<file path="src/rtl/slc3_io_pkg.sv">
// Shared types and constants for the SLC-3 memory / I/O bridge.
package slc3_io_pkg;

    typedef enum logic [1:0] {
        IDLE,
        MEM_ACC,
        IO_ACC,
        DONE
    } io_state_t;

    localparam logic [15:0] IO_SW_HEX_ADDR      = 16'hFFFF;
    localparam int          DEFAULT_WAIT_STATES = 2;

endpackage

</file>
<file path="src/rtl/sync_pulse.sv">
// Multi-flop input synchroniser with an optional one-cycle pulse on a synced 1->0 edge.
module sync_pulse #(
    parameter int   SYNC_STAGES  = 2,
    parameter logic RESET_VALUE  = 1'b0,
    parameter bit   PULSE_ENABLE = 1'b1
) (
    input  logic clk,
    input  logic reset,
    input  logic din,
    output logic dout,
    output logic fall_pulse
);

    logic [SYNC_STAGES-1:0] stages;

    // Shift the raw input through the synchroniser chain; oldest sample sits at the top.
    always_ff @(posedge clk) begin
        if (reset) begin
            stages <= {SYNC_STAGES{RESET_VALUE}};
        end else begin
            stages <= {stages[SYNC_STAGES-2:0], din};
        end
    end

    assign dout = stages[SYNC_STAGES-1];

    generate
        if (PULSE_ENABLE) begin : g_pulse
            logic dout_q;

            // Remember the previous synced level and register a pulse when it falls.
            always_ff @(posedge clk) begin
                if (reset) begin
                    dout_q     <= RESET_VALUE;
                    fall_pulse <= 1'b0;
                end else begin
                    dout_q     <= dout;
                    fall_pulse <= dout_q & ~dout;
                end
            end
        end else begin : g_no_pulse
            assign fall_pulse = 1'b0;
        end
    endgenerate

endmodule

</file>
<file path="src/rtl/slc3_io_bridge.sv">
// SLC-3 bus bridge: memory wait states, switch/hex I/O decode and button press pulses.
module slc3_io_bridge
    import slc3_io_pkg::*;
#(
    parameter int          WAIT_STATES = DEFAULT_WAIT_STATES,
    parameter logic [15:0] IO_ADDR     = IO_SW_HEX_ADDR,
    parameter int          SYNC_STAGES = 2
) (
    input  logic        Clk,
    input  logic        Reset,
    input  logic [9:0]  SW,
    input  logic        Run_n,
    input  logic        Continue_n,
    output logic        Run_pulse,
    output logic        Continue_pulse,
    input  logic [15:0] ADDR,
    input  logic [15:0] Data_from_CPU,
    input  logic        MEM_OE,
    input  logic        MEM_WE,
    output logic [15:0] Data_to_CPU,
    output logic        Ready,
    output logic [15:0] Mem_Addr,
    output logic [15:0] Mem_Wdata,
    input  logic [15:0] Mem_Rdata,
    output logic        Mem_CE,
    output logic        Mem_WE,
    output logic [15:0] Hex_Data
);

    localparam logic [2:0] LAST_WAIT = 3'(WAIT_STATES);

    io_state_t   state;
    io_state_t   state_next;
    logic        arm;
    logic        write_q;
    logic [15:0] addr_q;
    logic [15:0] wdata_q;
    logic [2:0]  wait_count;
    logic        request;
    logic        accept;
    logic        last_wait;
    logic [9:0]  sw_sync;
    logic [9:0]  sw_fall_unused;
    logic        run_level_unused;
    logic        cont_level_unused;

    sync_pulse #(
        .SYNC_STAGES (SYNC_STAGES),
        .RESET_VALUE (1'b1),
        .PULSE_ENABLE(1'b1)
    ) u_run_sync (
        .clk       (Clk),
        .reset     (Reset),
        .din       (Run_n),
        .dout      (run_level_unused),
        .fall_pulse(Run_pulse)
    );

    sync_pulse #(
        .SYNC_STAGES (SYNC_STAGES),
        .RESET_VALUE (1'b1),
        .PULSE_ENABLE(1'b1)
    ) u_cont_sync (
        .clk       (Clk),
        .reset     (Reset),
        .din       (Continue_n),
        .dout      (cont_level_unused),
        .fall_pulse(Continue_pulse)
    );

    for (genvar i = 0; i < 10; i++) begin : g_sw
        sync_pulse #(
            .SYNC_STAGES (SYNC_STAGES),
            .RESET_VALUE (1'b0),
            .PULSE_ENABLE(1'b0)
        ) u_sw_sync (
            .clk       (Clk),
            .reset     (Reset),
            .din       (SW[i]),
            .dout      (sw_sync[i]),
            .fall_pulse(sw_fall_unused[i])
        );
    end

    assign request   = MEM_OE | MEM_WE;
    assign accept    = (state == IDLE) && arm && request;
    assign last_wait = (wait_count == LAST_WAIT);
    assign Mem_Addr  = addr_q;
    assign Mem_Wdata = wdata_q;

    // Access sequencer state register.
    always_ff @(posedge Clk) begin
        if (Reset) begin
            state <= IDLE;
        end else begin
            state <= state_next;
        end
    end

    // Route an accepted request to memory or I/O, then finish through DONE.
    always_comb begin
        state_next = state;
        case (state)
            IDLE:    if (accept) state_next = (ADDR == IO_ADDR) ? IO_ACC : MEM_ACC;
            MEM_ACC: if (last_wait) state_next = DONE;
            IO_ACC:  state_next = DONE;
            DONE:    state_next = IDLE;
            default: state_next = IDLE;
        endcase
    end

    // Memory strobes follow MEM_ACC; Ready is the single DONE cycle.
    always_comb begin
        Ready  = (state == DONE);
        Mem_CE = (state == MEM_ACC);
        Mem_WE = (state == MEM_ACC) && write_q;
    end

    // Request latching, re-arm tracking, wait counting and read/hex result registers.
    always_ff @(posedge Clk) begin
        if (Reset) begin
            arm         <= 1'b1;
            write_q     <= 1'b0;
            addr_q      <= '0;
            wdata_q     <= '0;
            wait_count  <= '0;
            Data_to_CPU <= '0;
            Hex_Data    <= '0;
        end else begin
            if (!request) begin
                arm <= 1'b1;
            end else if (accept) begin
                arm <= 1'b0;
            end

            if (accept) begin
                addr_q     <= ADDR;
                wdata_q    <= Data_from_CPU;
                write_q    <= MEM_WE;
                wait_count <= '0;
            end else if (state == MEM_ACC) begin
                wait_count <= wait_count + 3'd1;
            end

            if ((state == MEM_ACC) && last_wait && !write_q) begin
                Data_to_CPU <= Mem_Rdata;
            end

            if (state == IO_ACC) begin
                if (write_q) begin
                    Hex_Data <= wdata_q;
                end else begin
                    Data_to_CPU <= {6'b0, sw_sync};
                end
            end
        end
    end

endmodule
</file>
<file path="config.mk">
export PLATFORM = sky130hd
export DESIGN_NAME = slc3_io_bridge
export DESIGN_NICKNAME = d
export VERILOG_FILES = /design/src/rtl/slc3_io_pkg.sv /design/src/rtl/sync_pulse.sv /design/src/rtl/slc3_io_bridge.sv
export SDC_FILE = /design/constraint.sdc
export NUM_CORES = 1
export LEC_CHECK = 0
export CAP_MARGIN = 25
export CORE_UTILIZATION = 35
export DETAILED_ROUTE_END_ITERATION = 8
export GPL_TIMING_DRIVEN = 0
export PLACE_DENSITY = 0.65
export RECOVER_POWER = 100
export SETUP_SLACK_MARGIN = 0.4
export SLEW_MARGIN = 20
export SYNTH_ARGS = -nofsm -noshare
export SYNTH_HDL_FRONTEND = slang
export SYNTH_SLANG_ARGS = --single-unit
</file>
<file path="constraint.sdc">
create_clock -name Clk -period 1.9 [get_ports Clk]
set_input_delay 0.19 -clock Clk [delete_from_list [all_inputs] [get_ports Clk]]
set_output_delay 0.19 -clock Clk [all_outputs]
set_load 0.02 [all_outputs]
</file>
# ---- Yosys cells after proc, flatten, opt, wreduce, memory -nomap -nowiden
# Index checks and enable logic that the tools add are counted.
dict set report totals {
  ff_bits 99
  inputBits 64
  wordCells 56
}
dict set report op_classes {
  addsub 1
  eq_ne 7
  muxes 7
  n_bitwise 6
  n_reduce_logical 11
}
# operator count
set op_table {}
lappend op_table {{$mux W16} 3}
lappend op_table {{$eq A16 B16 Y1 const B} 1}
lappend op_table {{$pmux W2 S4} 1}
lappend op_table {{$mux W2} 3}
lappend op_table {{$logic_and A1 B1 Y1} 5}
lappend op_table {{$eq A2 B2 Y1 const B} 2}
lappend op_table {{$reduce_and A2 Y1} 2}
lappend op_table {{$reduce_or A2 Y1} 2}
lappend op_table {{$add A3 B1 Y3 const B} 1}
lappend op_table {{$eq A3 B2 Y1 const B} 1}
lappend op_table {{$not A1 Y1} 3}
lappend op_table {{$and A1 B1 Y1} 2}
lappend op_table {{$eq A2 B1 Y1 const B} 1}
lappend op_table {{$logic_not A2 Y1} 1}
lappend op_table {{$ne A2 B1 Y1 const B} 1}
lappend op_table {{$ne A2 B2 Y1 const B} 1}
lappend op_table {{$logic_not A1 Y1} 1}
lappend op_table {{$or A1 B1 Y1} 1}

# ---- Depth between registers and ports, before layout
dict set report logic_depth {
  word_depth 6
  depth_mapped 8
  ltp_nobuf 6
}

# ---- Hierarchy
# From an unflattened synthesis, not the netlist that was laid out.
dict set report hier_totals {
  cells_unflattened 415
  area_unflattened_um2 3714.8
}
# module n_inst cells_per_inst area_per_inst_um2 seq_area_each_um2
set by_module_without_submodules {}
lappend by_module_without_submodules {slc3_io_bridge 1 339 2864.0 1421.4}
lappend by_module_without_submodules {{sync_pulse (g_sw[0].u_sw_sync ...)} 10 6 63.8 40.0}
lappend by_module_without_submodules {{sync_pulse (u_cont_sync ...)} 2 8 106.4 80.1}

# ---- Worst setup path after synthesis
# No wires, ideal clock.
dict set report synth_timing {
  kind {flip-flop to flip-flop}
  start {register state[1]}
  end {register Data_to_CPU[9]}
  setup_time_ns 0.133
  arrival_time_ns 1.646
  t_required_ns 1.767
  slack_ns 0.121
  path_stages_with_launch 8
  period_less_slack_ns 1.779
  path_cell_list {dfxtp_1 > inv_1 > ha_1 > and4bb_1 > buf_6 > buf_6 > mux2i_1 > a211oi_2}
}
dict set report synth_via {
  elab_chain_len 6
}
# item line
set synth_rtl {}
lappend synth_rtl {{start, declared} slc3_io_bridge.sv:32} ;# io_state_t state;
lappend synth_rtl {{start signal, assigned} slc3_io_bridge.sv:96} ;# state <= state_next;
lappend synth_rtl {{$eq A2 B1 Y1 *} --}
lappend synth_rtl {{named net Mem_CE} slc3_io_bridge.sv:25} ;# output logic Mem_CE,
lappend synth_rtl {{$logic_and A1 B1 Y1 * (2 in series)} slc3_io_bridge.sv:145} ;# if ((state == MEM_ACC) && last_wait && !write_q) begin
lappend synth_rtl {{$mux W16 *} slc3_io_bridge.sv:145}
lappend synth_rtl {{$mux W16} slc3_io_bridge.sv:150} ;# if (write_q) begin
lappend synth_rtl {{$mux W16 *} slc3_io_bridge.sv:149} ;# if (state == IO_ACC) begin
lappend synth_rtl {{end signal, assigned} slc3_io_bridge.sv:146} ;# Data_to_CPU <= Mem_Rdata;
lappend synth_rtl {{end signal, assigned} slc3_io_bridge.sv:153} ;# Data_to_CPU <= {6'b0, sw_sync};
lappend synth_rtl {{end, declared} slc3_io_bridge.sv:20} ;# output logic [15:0] Data_to_CPU,
# The timed path passes the listed nets; every way through them passes the cells marked *.
# A chain may end at the register's enable or synchronous reset.

# ---- Final worst setup path
dict set report layout_timing {
  start {register state[1]}
  end {register Data_to_CPU[8]}
}
dict set report layout_via {
  elab_chain_len 6
}
# item line
set layout_rtl {}
lappend layout_rtl {{$eq A2 B1 Y1} slc3_io_bridge.sv:145}
lappend layout_rtl {{$logic_and A1 B1 Y1 (2 in series)} slc3_io_bridge.sv:145}
lappend layout_rtl {{$mux W16} slc3_io_bridge.sv:145}
lappend layout_rtl {{$mux W16} slc3_io_bridge.sv:150}
lappend layout_rtl {{$mux W16 *} slc3_io_bridge.sv:149}
# Mark *: on every way between the ends. The rest lies on a longest branch, timed or not.

==> impl_metrics.json <==
{
  "post-place-ws_ns": -0.223,
  "start_kind": "flop",
  "drive_above_1_share_pct": 19.8,
  "dpl.hpwl_um": 6900,
  "yosys_warnings": 0,
  "start_util_pct": 36.5,
  "yosysTopAreaCellShare_pct": 54.8,
  "finalWorstSetupSlack_ns": 0.172,
  "syn-num-nets": 472,
  "nNetsFinal": 634,
  "ys_types": 36,
  "p_leak_uw": 0.00255,
  "maxSlewViolCount": 0,
  "worst_pin_slew_ns": 0.631,
  "crit_required_ns": 2.11,
  "gr-usage-all-layers_pct": 18.7,
  "syn2layout_area_growth_pct": 63.6,
  "routed_via_density": 4.79,
  "die_w_um": 104,
  "cp-end-kind": "flop",
  "ant_nets": 0,
  "totalWireLength_um": 10700,
  "pin_count": 133,
  "die-area_um2": 10700,
  "ys_ff_latch": 99,
  "clock_latency_ns": 0.36,
  "clock-sinks": 99,
  "num_rows": 36,
  "holdWs_ns": 0.255,
  "stdcell_count": 700,
  "avgSynthCellArea_um2": 9.02,
  "grt_overflow": 0,
  "fin_util_pct": 59.7,
  "holdCritPathClass": "primary input to flop",
  "portBuffers": 131,
  "cts.path.max_buffers": 2,
  "regArea_um2": 1990,
  "globalplace.congestion": 0.749,
  "numCtsBuffers": 9,
  "grt_pass1_wl_um": 16100,
  "syn_area_um2": 3620,
  "drt-pass1-iter-count": 4,
  "setup_violations": 0,
  "maxCapViolations": 0,
  "h-tree-depth": 3,
  "cts_tree": "done",
  "fin_crit_sh_pct": 90.9,
  "coreArea_um2": 9910,
  "fin_setup_tns_ns": 0,
  "die_h_um": 104,
  "hold_violations": 0,
  "finClkSkew_ns": 0.0138,
  "drt-initial-drc-count": 106,
  "post-synth-top-area-cell": "dfxtp_1",
  "worstSetupPathType": "flop to flop",
  "clock_tree.root_cell": "clkbuf_8",
  "arrival_ns": 1.94,
  "async_flop_share_pct": 0,
  "synth.area.top_cells": "dfxtp_1, nand2_1, a21oi_1, nor2b_1, a211oi_1",
  "slew_headroom_pct": 58.0,
  "period_needed_ns": 1.73,
  "antenna_found_initial": 0,
  "status": "completed",
  "rsz0062_at_grt": "yes",
  "fillers": 908,
  "cts_hold_buf": 0,
  "grt_pass1_vias": 3236,
  "cts.reportedPaths.clkPinSlew_ns": 0.10,
  "yosysSeqAreaShare_pct": 54.8,
  "grt_max_degree": 17,
  "ir_drop_uv": 557,
  "wl_per_cell_um": 15.2,
  "dominantRegCellSynth": "dfxtp_1",
  "multi_input_area_um2": 1830,
  "synth_edf_count": 0,
  "vias": 3352,
  "fmax_ghz": 0.579,
  "worstPathMaxFanout": 6,
  "dp_cells": 665,
  "antenna_cells": 0,
  "power_density_nw_per_um2": 1230,
  "route.detailed.drc": 0,
  "synthCells": 401
}
==> worst max-delay path, cell delays in order (launching register included) <==
cell      delay, ns
dfxtp_1        0.40
inv_4          0.06
ha_4           0.16
and4bb_1       0.26
buf_6          0.17
buf_12         0.12
buf_16         0.13
a211oi_1       0.21
a211oi_1       0.07
==> metal layers <==
layer	GRT usage (%)	wire length [um]
met5	0	0
met4	4.29	153
met3	6.04	597
met2	31.9	5290
met1	22.8	4630
==> per-stage QoR <==
| stage | area [um^2] | power, uW |
|---|---|---|
| CTS | 5540 | 6580 |
| finish | 5920 | 7250 |
| floorplan | 3640 | 3890 |
| detailed placement | 5120 | 4850 |
| global placement | 5120 | 4810 |
| global route | 5920 | 7630 |
==> cell type report <==
type | instances | share of cell area (%)
flip-flops and latches | 99 | 33.6
multi-input cells | 269 | 30.9
repair buffers | 151 | 24.0
plain buffers | 27 | 4.23
well taps | 133 | 2.81
clock buffers | 10 | 2.16
clock inverters | 5 | 1.82
inverters | 6 | 0.465
==> kinds of logic after synthesis <==
group	synth area share [%]
and+or+nand+nor	21.3
DFF	54.8
AOI/OAI and AO/OA	13.8
buffers and inverters	3.91
muxes	3.32
adders and majority gates	2.42
xor gates and xnor gates	0.484
==> path summary, 6_finish.rpt <==
kind	startpoint	cells after the start	end	slack [ns]
worst max-delay path	state[1]$_SDFFE_PP0P_	8	Data_to_CPU[8]$_SDFF_PP0_	0.17
worst min-delay path	Reset	2	wait_count[1]$_SDFFE_PP0P_	0.25
worst max register to register	state[1]$_SDFFE_PP0P_	8	Data_to_CPU[8]$_SDFF_PP0_	0.17
worst min register to register	u_cont_sync.g_pulse.dout_q$_SDFF_PP1_	2	u_cont_sync.fall_pulse$_SDFF_PP0_	0.42
==> layout by cell type, fill, tap and decap left out, types with 8 or more instances in the layout <==
| cell type | instances |
|---|---|
| nand2_4 | 26 |
| clkdlybuf4s50_1 | 62 |
| dlygate4sd2_1 | 57 |
| a21oi_2 | 9 |
| nor2b_1 | 27 |
| mux2i_1 | 12 |
| a21oi_1 | 40 |
| clkbuf_8 | 9 |
| buf_4 | 10 |
| clkbuf_1 | 25 |
| a211oi_1 | 12 |
| buf_12 | 8 |
| nand2_1 | 70 |
| nor2_1 | 13 |
| dfxtp_1 | 97 |
==> Yosys cell counts, types with 2 or more instances <==
| cell | n |
|---|---|
| or2_2 | 7 |
| nor2_1 | 14 |
| dfxtp_1 | 99 |
| nand3_1 | 3 |
| a2bb2oi_1 | 2 |
| nand4_1 | 2 |
| ha_1 | 7 |
| a21oi_1 | 49 |
| nand2b_1 | 2 |
| nand2_1 | 99 |
| a211oi_1 | 18 |
| nor2b_1 | 28 |
| nor3_1 | 2 |
| buf_2 | 2 |
| buf_1 | 3 |
| and2_1 | 2 |
| mux2i_1 | 12 |
| clkbuf_1 | 20 |
| and2b_1 | 4 |
| a22oi_1 | 4 |
| inv_1 | 6 |
| buf_6 | 2 |
==> state kept, by name, summed over array words and instances, names as in the netlist, 2 cells and up, named ones only <==
register	cells
Hex_Data	16
wait_count	3
g_sw.u_sw_sync.stages	20
u_run_sync.stages	2
Mem_Wdata	16
Data_to_CPU	12
state	2
Mem_Addr	16
u_cont_sync.stages	2
==> power breakdown <==
part	leakage, uW	switching (uW)	internal, uW	total [uW]
Combinational	0.00163	1530	1440	2960
Clock	0.000117	727	879	1610
Sequential	0.000811	286	2400	2690
Total	0.00255	2540	4720	7250
==> repair_timing <==
action | 4_1_cts | 5_1_grt
pin swaps | 11 | 53
setup buffers | 9 | 6
resized for setup | 105 | 146
gates cloned | 2 | 3
setup endpoints to repair | 124 | 71
Note: power is estimated with default switching activity, not from simulation.
